## src/rtl/keyboard_fifo.sv

```systemverilog
// rtl/keyboard_fifo.sv - edge-qualified circular keyboard receive FIFO with sticky overflow
// Optional macro KB_BACKSPACE_EN: 08/7F bytes delete the newest queued character instead of being stored.
module keyboard_fifo #(
    parameter int DEPTH  = 16,
    parameter int DATA_W = 7,
    parameter int RX_W   = 8
) (
    input  logic                   clk,
    input  logic                   rst_n,
    input  logic                   KB_clear,
    input  logic [RX_W-1:0]        rx_data,
    input  logic                   rx_done,
    input  logic                   KB_read_en,
    output logic [DATA_W-1:0]      KB_data,
    output logic                   KB_status,
    output logic                   buf_full,
    output logic                   overflow,
    output logic [$clog2(DEPTH):0] count
);
    localparam int PTR_W = $clog2(DEPTH);
    localparam int CNT_W = PTR_W + 1;
    localparam logic [CNT_W-1:0] FULL_CNT = CNT_W'(DEPTH);

    logic [DATA_W-1:0] mem_q [DEPTH];
    logic [PTR_W-1:0]  wr_ptr_q, wr_ptr_d, rd_ptr_q, rd_ptr_d;
    logic [CNT_W-1:0]  count_q, count_d;
    logic              rx_d_q, rd_d_q, overflow_q, overflow_d;
    logic [DATA_W-1:0] kb_data_q, kb_data_d;
    logic              kb_status_q, buf_full_q;
    logic [DATA_W-1:0] wdata;
    logic              push_req, pop_req, is_bs, pop_do, push_do, bs_do, ovf_set;
    logic              unused_rx;

    assign wdata     = rx_data[DATA_W-1:0];
    assign unused_rx = ^rx_data;
    assign push_req  = rx_done & ~rx_d_q & ~KB_clear;
    assign pop_req   = KB_read_en & ~rd_d_q & ~KB_clear;

`ifdef KB_BACKSPACE_EN
    assign is_bs = push_req && ((wdata == DATA_W'(8'h08)) || (wdata == DATA_W'(8'h7F)));
`else
    assign is_bs = 1'b0;
`endif

    assign pop_do  = pop_req && (count_q != '0);
    assign push_do = push_req && !is_bs && ((count_q != FULL_CNT) || pop_do);
    assign ovf_set = push_req && !is_bs && (count_q == FULL_CNT) && !pop_do;
    // A backspace racing the pop of the only entry must not remove it twice.
    assign bs_do   = is_bs && (count_q != '0) && !(pop_do && (count_q == CNT_W'(1)));

    always_comb begin
        wr_ptr_d   = wr_ptr_q;
        rd_ptr_d   = rd_ptr_q;
        count_d    = count_q;
        overflow_d = overflow_q | ovf_set;
        if (KB_clear) begin
            wr_ptr_d   = '0;
            rd_ptr_d   = '0;
            count_d    = '0;
            overflow_d = 1'b0;
        end else begin
            if (push_do) wr_ptr_d = wr_ptr_q + PTR_W'(1);
            if (bs_do)   wr_ptr_d = wr_ptr_q - PTR_W'(1);
            if (pop_do)  rd_ptr_d = rd_ptr_q + PTR_W'(1);
            count_d = count_q + CNT_W'(push_do) - CNT_W'(pop_do) - CNT_W'(bs_do);
        end
        // The head may be the entry being written this cycle, so bypass the array.
        if (count_d == '0)
            kb_data_d = '0;
        else if (push_do && (wr_ptr_q == rd_ptr_d))
            kb_data_d = wdata;
        else
            kb_data_d = mem_q[rd_ptr_d];
    end

    always_ff @(posedge clk) begin
        if (push_do) mem_q[wr_ptr_q] <= wdata;
    end

    always_ff @(posedge clk or negedge rst_n) begin
        if (!rst_n) begin
            wr_ptr_q    <= '0;
            rd_ptr_q    <= '0;
            count_q     <= '0;
            rx_d_q      <= 1'b0;
            rd_d_q      <= 1'b0;
            overflow_q  <= 1'b0;
            kb_data_q   <= '0;
            kb_status_q <= 1'b0;
            buf_full_q  <= 1'b0;
        end else begin
            wr_ptr_q    <= wr_ptr_d;
            rd_ptr_q    <= rd_ptr_d;
            count_q     <= count_d;
            rx_d_q      <= rx_done;
            rd_d_q      <= KB_read_en;
            overflow_q  <= overflow_d;
            kb_data_q   <= kb_data_d;
            kb_status_q <= (count_d != '0);
            buf_full_q  <= (count_d == FULL_CNT);
        end
    end

    assign KB_data   = kb_data_q;
    assign KB_status = kb_status_q;
    assign buf_full  = buf_full_q;
    assign overflow  = overflow_q;
    assign count     = count_q;
endmodule

```

## config.mk

```make
export PLATFORM = sky130hd
export DESIGN_NAME = keyboard_fifo
export DESIGN_NICKNAME = d
export VERILOG_FILES = /design/src/rtl/keyboard_fifo.sv
export SDC_FILE = /design/constraint.sdc
export NUM_CORES = 1
export LEC_CHECK = 0
export CORE_MARGIN = 8
export CORE_UTILIZATION = 43
export CTS_BUF_LIST = sky130_fd_sc_hd__clkbuf_8 sky130_fd_sc_hd__clkbuf_16
export CTS_CLUSTER_SIZE = 16
export DETAILED_ROUTE_END_ITERATION = 10
export PLACE_DENSITY_LB_ADDON = 0.2
export SYNTH_ARGS = -nofsm -noshare
export SYNTH_HDL_FRONTEND = slang
export SYNTH_SLANG_ARGS = --single-unit
```

## constraint.sdc

```tcl
create_clock -name clk -period 7.5 [get_ports clk]
set_input_delay 1.5 -clock clk [delete_from_list [all_inputs] [get_ports clk]]
set_output_delay 1.5 -clock clk [all_outputs]
set_load 0.02 [all_outputs]
```

==> summary.md, run 1 <==
| Metric | Value |
|---|---|
| Share of cells above drive strength 1 | 0.1232 |
| Post-CTS Setup Inserts | 0 |
| Placed Instances | 643 |
| Gr ovfl total | 0 |
| Mapped cell area | 6166 um^2 |
| Die H | 135.7 um |
| I/O pins | 28 |
| Post-Route Skew | 0.01209 ns |
| Fin. Hold Viols | 0 |
| Vias per cell | 5.680 |
| Max Cap Violations | 0 |
| Unique masters post-synth | 62 |
| Finish-stage setup viols | 0 |
| Final Max Slew Viols | 0 |
| Reg2reg setup slack | 3.54 ns |
| CP cell instances | clkdlybuf4s50_1, nor4b_1, and2_4, nor2_8, inv_4, mux2_2, a221o_1, a211o_1, o221a_2 |
| Final Core Density | 0.5129 |
| Path depth of the worst reg2reg path | 14 |
| Total track usage | 0.1585 |
| Synth warn | 0 |
| Total wire length | 13830 um |
| EDFF count, synth | 112 |
| Fmax achieved | 193.0 MHz |
| Synth Flop Type | edfxtp_1 |
| Outcome | finished, final reports clean |
| Required @ worst endpoint | 7.80 ns |
| Hold buffer count at CTS | 0 |
| Yosys reg bits | 137 |
| Cts bufs inserted | 17 |
| Bufs on Longest Clock Path | 2 |
| Worst hold path type | reg2reg |
| Final non-filler cell total | 675 |
| Total iterations of the first detailed-routing run | 5 |
| PostCTS Resize Cnt | 0 |
| DR vias | 3834 |
| RR Startpoint | count[2] |
| H-tree depth | 4 |
| Initial drt markers | 371 |
| Depth of the worst hold-timing path | 2 |
| Arrival @ worst endpoint | 5.48 ns |
| Setup CP Type | in2reg |
| Hold Slack | 0.5414 ns |
| Die Wd | 135.7 um |
| Number of antenna violations at the first check in global routing | 0 |
| # clock sinks | 137 |
| Crit. End Element | flop |
| DR WL/cell | 20.49 um |
| Syn avg cell area | 13.67 um^2 |
| Period Utilization, post-route | 0.6910 |
| Residual DRC count | 0 |
| Reg clk slew, reported paths | 0.06 ns |
| Power density over the cells | 291.8 nW/um^2 |
| Nets | 506 |
| Clk Latency, worst-skew pair | 0.42 ns |
| RSZ-0062 raised after global routing | no |
| Post-synth ARST share | 0.1825 |
| Final HPWL DP | 9122 um |
| Hold Path End | overflow |
| CP Launch Point | KB_clear |
| First-pass GRT wire length | 21790 um |
| CP Max Fanout | 40 |
| TritonCTS clock tree | done |
| Post-Syn Nets | 475 |
| CP max stage delay | 0.93 ns |
| Headroom to the max-slew limit | 0.2711 |
| Leakage | 2.476 nW |
| Crit start category | input pin |
| Fin Setup TNS | 0 ns |
| Area growth from synthesis to layout | 15.91% |
| CTS root buf | clkbuf_16 |
| Fin crit period | 5.183 ns |
| Initial Util | 0.4425 |
| PortBufs | 26 |
| Die area | 18430 um^2 |
| DRT antenna net count | 0 |
| Final GP Congestion | 0.8487 |
| CP max stage cell | clkdlybuf4s50_1 |
| Tightest Pin Transition | 1.086 ns |
| Number of core rows | 43 |
| Maximum vdd drop | 0.1720 mV |
| Core ar. | 13930 um^2 |
| Hold Startpoint | overflow |
| Mapped Cells | 451 |
| Register area share after synthesis | 0.6469 |
| Worst R2R End | KB_data[5] |
| Vias in the first global route | 3773 |
| Ant diodes | 0 |
| Largest net degree at the start of global routing | 41 |
## sequential cells by signal, indices dropped and copies added (netlist names)
signal	flops
KB_data	7
KB_status	1
buf_full	1
count	5
mem_q	112
overflow	1
rd_d_q	1
rd_ptr_q	4
rx_d_q	1
wr_ptr_q	4
## cell families after synthesis
kind of cell,synth area share
AOI/OAI and AO/OA,0.1234
xor gates and xnor gates,0.01847
adders and majority gates,0.02354
buffers and inverters,0.03186
DFF,0.6469
muxes,0.05824
and+or+nand+nor,0.09761
## cells in the final DEF (no fill, tap or decap), types with 5 or more instances in the layout
cell type,count
nor2_1,21
a221o_1,6
a21oi_1,20
clkinvlp_4,5
mux2_2,5
nor2b_1,8
o21ai_0,16
o221a_2,7
edfxtp_1,112
clkbuf_16,17
mux2i_1,19
dfrtp_1,25
xnor2_1,7
buf_4,7
o221a_1,6
nand2_1,35
a31oi_1,8
a211oi_1,6
o22a_1,6
nand3_1,8
inv_1,22
ha_1,10
clkdlybuf4s50_1,26
a211o_1,6
and2_1,8
xor2_1,6
nor3_1,11
## power by group
group          leakage (nW)  switching (W)  internal, W
clock                 0.265       0.000326     0.000455
sequential             1.34      0.0000240     0.000858
combinational         0.874       0.000245     0.000177
total                  2.48       0.000596      0.00149
## per-stage QoR
| stage | power [W] | worst slack [ns] | cell area (um^2) |
|---|---|---|---|
| after floorplan | 0.001179 | 3.423 | 6166 |
| after global placement | 0.001310 | 1.962 | 6593 |
| after detailed placement | 0.001319 | 1.899 | 6593 |
| after CTS | 0.002097 | 2.335 | 7147 |
| after global routing | 0.002170 | 2.204 | 7147 |
| final | 0.002085 | 2.317 | 7147 |
## synth_stat cells (all sizes together) (9+ instances only)
master	instances	area share
mux2	12	0.024
a21oi	20	0.016
and2	9	0.0095
mux2i	20	0.034
dfrtp	25	0.10
o221a	13	0.024
edfxtp	112	0.55
nor3	11	0.0089
o21ai	17	0.014
nand2	35	0.021
clkbuf	13	0.0079
ha	10	0.020
inv	22	0.014
nor2	22	0.016
## worst max-delay path by stage
stage                 end  slack [ns]
2_1_floorplan  KB_data[0]        3.42
3_3_place_gp   KB_data[0]        1.96
3_5_place_dp   KB_data[0]        1.90
4_1_cts        KB_data[0]        2.33
5_1_grt        KB_data[0]        2.20
6_report       KB_data[0]        2.32
## layer usage
metal	track usage	vias to the layer above	wire length [um]	part of all wire
met2	0.2409	109	6419	0.46
met4	0.06601	0	133	0.0096
met5	0	-	0	0
li1	-	1789	-	-
met1	0.2133	1921	6613	0.48
met3	0.03672	15	663	0.048
## worst max-delay path, delay by kind of cell
kind	cells	cell delay (ns)
muxes	1	0.43
buffers and inverters	2	1.39
and+or+nand+nor	3	1.19
AOI/OAI and AO/OA	3	0.93
## final cells by class
| cell class | count | area (um^2) |
|---|---|---|
| Tap cell | 180 | 225.2 |
| Clock inverter | 15 | 128.9 |
| Fill cell | 1169 | 6788 |
| Clock buffer | 17 | 425.4 |
| Inverter | 22 | 85.08 |
| Sequential cell | 137 | 3989 |
| Timing Repair Buffer | 33 | 312.8 |
| Multi-Input combinational cell | 271 | 1981 |
Power figures use the tool's default switching activity.
==> run 2: changes to the inputs <==
==> constraint.sdc (replaced) <==
create_clock -name clk -period 5.3 [get_ports clk]
set_input_delay 1.06 -clock clk [delete_from_list [all_inputs] [get_ports clk]]
set_output_delay 1.06 -clock clk [all_outputs]
set_load 0.02 [all_outputs]
==> run 2 against run 1 <==
Compared with the run above:
- total power is 48% higher
- highest routed layer unchanged
- final cell count rose by 1.2%
- critical endpoint is now KB_data[5]
- clock-buffer cell count unchanged
- clock skew decreased by 0.0069 ns
- flip-flop and latch count is the same
- largest cell class unchanged
- combinational power increased by 45%
- register-to-register slack got worse by 2.1 ns
- worst setup slack got worse by 0.98 ns
==> summary.md, run 2 (synthesis gave the netlist of run 1 again) <==
| Metric | Value |
|---|---|
| I/O pins | 28 |
| Most frequent cells in the layout | 112 x edfxtp_1, 35 x nand2_1, 26 x clkdlybuf4s50_1 |
| Fin Setup TNS | 0 ns |
| Leakage | 2.552 nW |
| Post-Route Skew | 0.005223 ns |
| CP max stage cell | clkdlybuf4s50_1 |
| Die area | 18430 um^2 |
| CP max stage delay | 0.53 ns |
| Final GP Congestion | 0.7934 |
| Largest net degree at the start of global routing | 29 |
| Final HPWL DP | 9317 um |
| Fin crit period | 3.964 ns |
| Total wire length | 14000 um |
| Post-CTS Setup Inserts | 0 |
| TritonCTS clock tree | done |
| Number of core rows | 43 |
| Bufs on Longest Clock Path | 2 |
| Setup CP Type | in2reg |
| H-tree depth | 4 |
| PortBufs | 26 |
| Path depth of the worst reg2reg path | 15 |
| Maximum vdd drop | 0.2549 mV |
| Die Wd | 135.7 um |
| Area growth from synthesis to layout | 18.04% |
| Worst R2R End | KB_data[5] |
| Most common cell after layout, fill and taps aside | edfxtp_1 |
| Final Max Slew Viols | 0 |
| Die H | 135.7 um |
| Outcome | finished, final reports clean |
| DR vias | 3825 |
| Gr ovfl total | 0 |
| Hold Startpoint | overflow |
| Top Family by Delay on Critical Path | simple AND/OR/NAND/NOR gates |
| Reg2reg setup slack | 1.47 ns |
| Initial Util | 0.4425 |
| Required @ worst endpoint | 5.59 ns |
| Fin. Hold Viols | 0 |
| First-pass GRT wire length | 22120 um |
| PostCTS Resize Cnt | 0 |
| Vias per cell | 5.600 |
| CP cell instances | clkdlybuf4s50_1, nand2b_1, nor2_1, nand2_1, a21oi_1, ha_1, inv_1, fa_1, xor2_1, nor2_1, nor4_1, nand2_1, o221a_1 |
| RSZ-0062 raised after global routing | no |
| Reg clk slew, reported paths | 0.05 ns |
| Share of cells above drive strength 1 | 0.1372 |
| Hold Path End | overflow |
| Core ar. | 13930 um^2 |
| Arrival @ worst endpoint | 4.26 ns |
| Fmax achieved | 252.3 MHz |
| Total track usage | 0.1611 |
| Crit. End Element | flop |
| Worst hold path type | reg2reg |
| DRT antenna net count | 0 |
| Crit start category | input pin |
| Cts bufs inserted | 17 |
| Post-route cell area | 7278 um^2 |
| Residual DRC count | 0 |
| Vias in the first global route | 3868 |
| Max reg flops | 112 |
| Post-DP Area | 6653 um^2 |
| Number of antenna violations at the first check in global routing | 0 |
| Critical path buffers and inverters | 2 |
| Clk Latency, worst-skew pair | 0.42 ns |
| Multi-input gate area | 1981 um^2 |
| Ant diodes | 0 |
| Total iterations of the first detailed-routing run | 4 |
| RR Startpoint | count[3] |
| Max Cap Violations | 0 |
| Biggest register | mem_q |
| Nets | 514 |
| Tightest Pin Transition | 0.9722 ns |
| CTS root buf | clkbuf_16 |
| CP Max Fanout | 10 |
| Finish-stage setup viols | 0 |
| Hold buffer count at CTS | 0 |
| DR WL/cell | 20.50 um |
| Register area | 3989 um^2 |
| Levels on crit path | 13 |
| Total design power | 0.003095 W |
| Fill count | 1169 |
| Period Utilization, post-route | 0.7480 |
| Headroom to the max-slew limit | 0.3475 |
| Final Core Density | 0.5223 |
| # clock sinks | 137 |
| Initial drt markers | 369 |
| Hold Slack | 0.5227 ns |
| Power density over the cells | 425.2 nW/um^2 |
| Depth of the worst hold-timing path | 2 |
## run 2: cell types whose count changed in the layout (fill, tap and decap cells not counted)
cell	before	now
clkinv_4	2	4
clkinv_2	2	1
buf_4	7	15
inv_1	22	21
clkinvlp_4	5	2
clkinv_1	0	1
bufinv_16	1	4
inv_6	3	2
## run 2: how the worst max path moves through the flow
stage / startpoint / endpoint / slack (ns)
after floorplan: KB_read_en / KB_data[0] / 1.66
after global placement: KB_read_en / KB_data[5] / 0.94
after detailed placement: KB_read_en / KB_data[5] / 0.92
after CTS: KB_read_en / KB_data[5] / 1.32
after global routing: KB_read_en / KB_data[5] / 0.98
final: KB_read_en / KB_data[5] / 1.34
## run 2: layout make-up
| class | count | area share |
|---|---|---|
| clock buffers | 17 | 0.05845 |
| clock inverters | 15 | 0.02751 |
| inverters | 22 | 0.01169 |
| multi-input cells | 271 | 0.2721 |
| flip-flops and latches | 137 | 0.5480 |
| well taps | 180 | 0.03094 |
| repair buffers | 41 | 0.05123 |
## run 2: tightest hold or removal path, delay by kind of cell (launching register included)
family	cells	cell delay (ns)
compound gates	1	0.05
flops	1	0.35
simple gates	1	0.08
## run 2: routing by layer
layer,global-route usage,part of all wire,vias up
met5,0,0,-
met3,0.03895,0.064,17
li1,-,-,1803
met1,0.2170,0.46,1887
met4,0.06292,0.017,0
met2,0.2453,0.46,118
## run 2: power by group
group | switching, W | internal (W)
sequential | 0.0000334 | 0.00121
combinational | 0.000350 | 0.000260
clock | 0.000449 | 0.000788
total | 0.000833 | 0.00226
## run 2: metrics by stage
stage,cells,setup WS (ns)
6_report,683,1.336
5_1_grt,683,0.9840
4_1_cts,683,1.320
3_5_place_dp,651,0.9153
3_3_place_gp,651,0.9351
2_1_floorplan,451,1.663
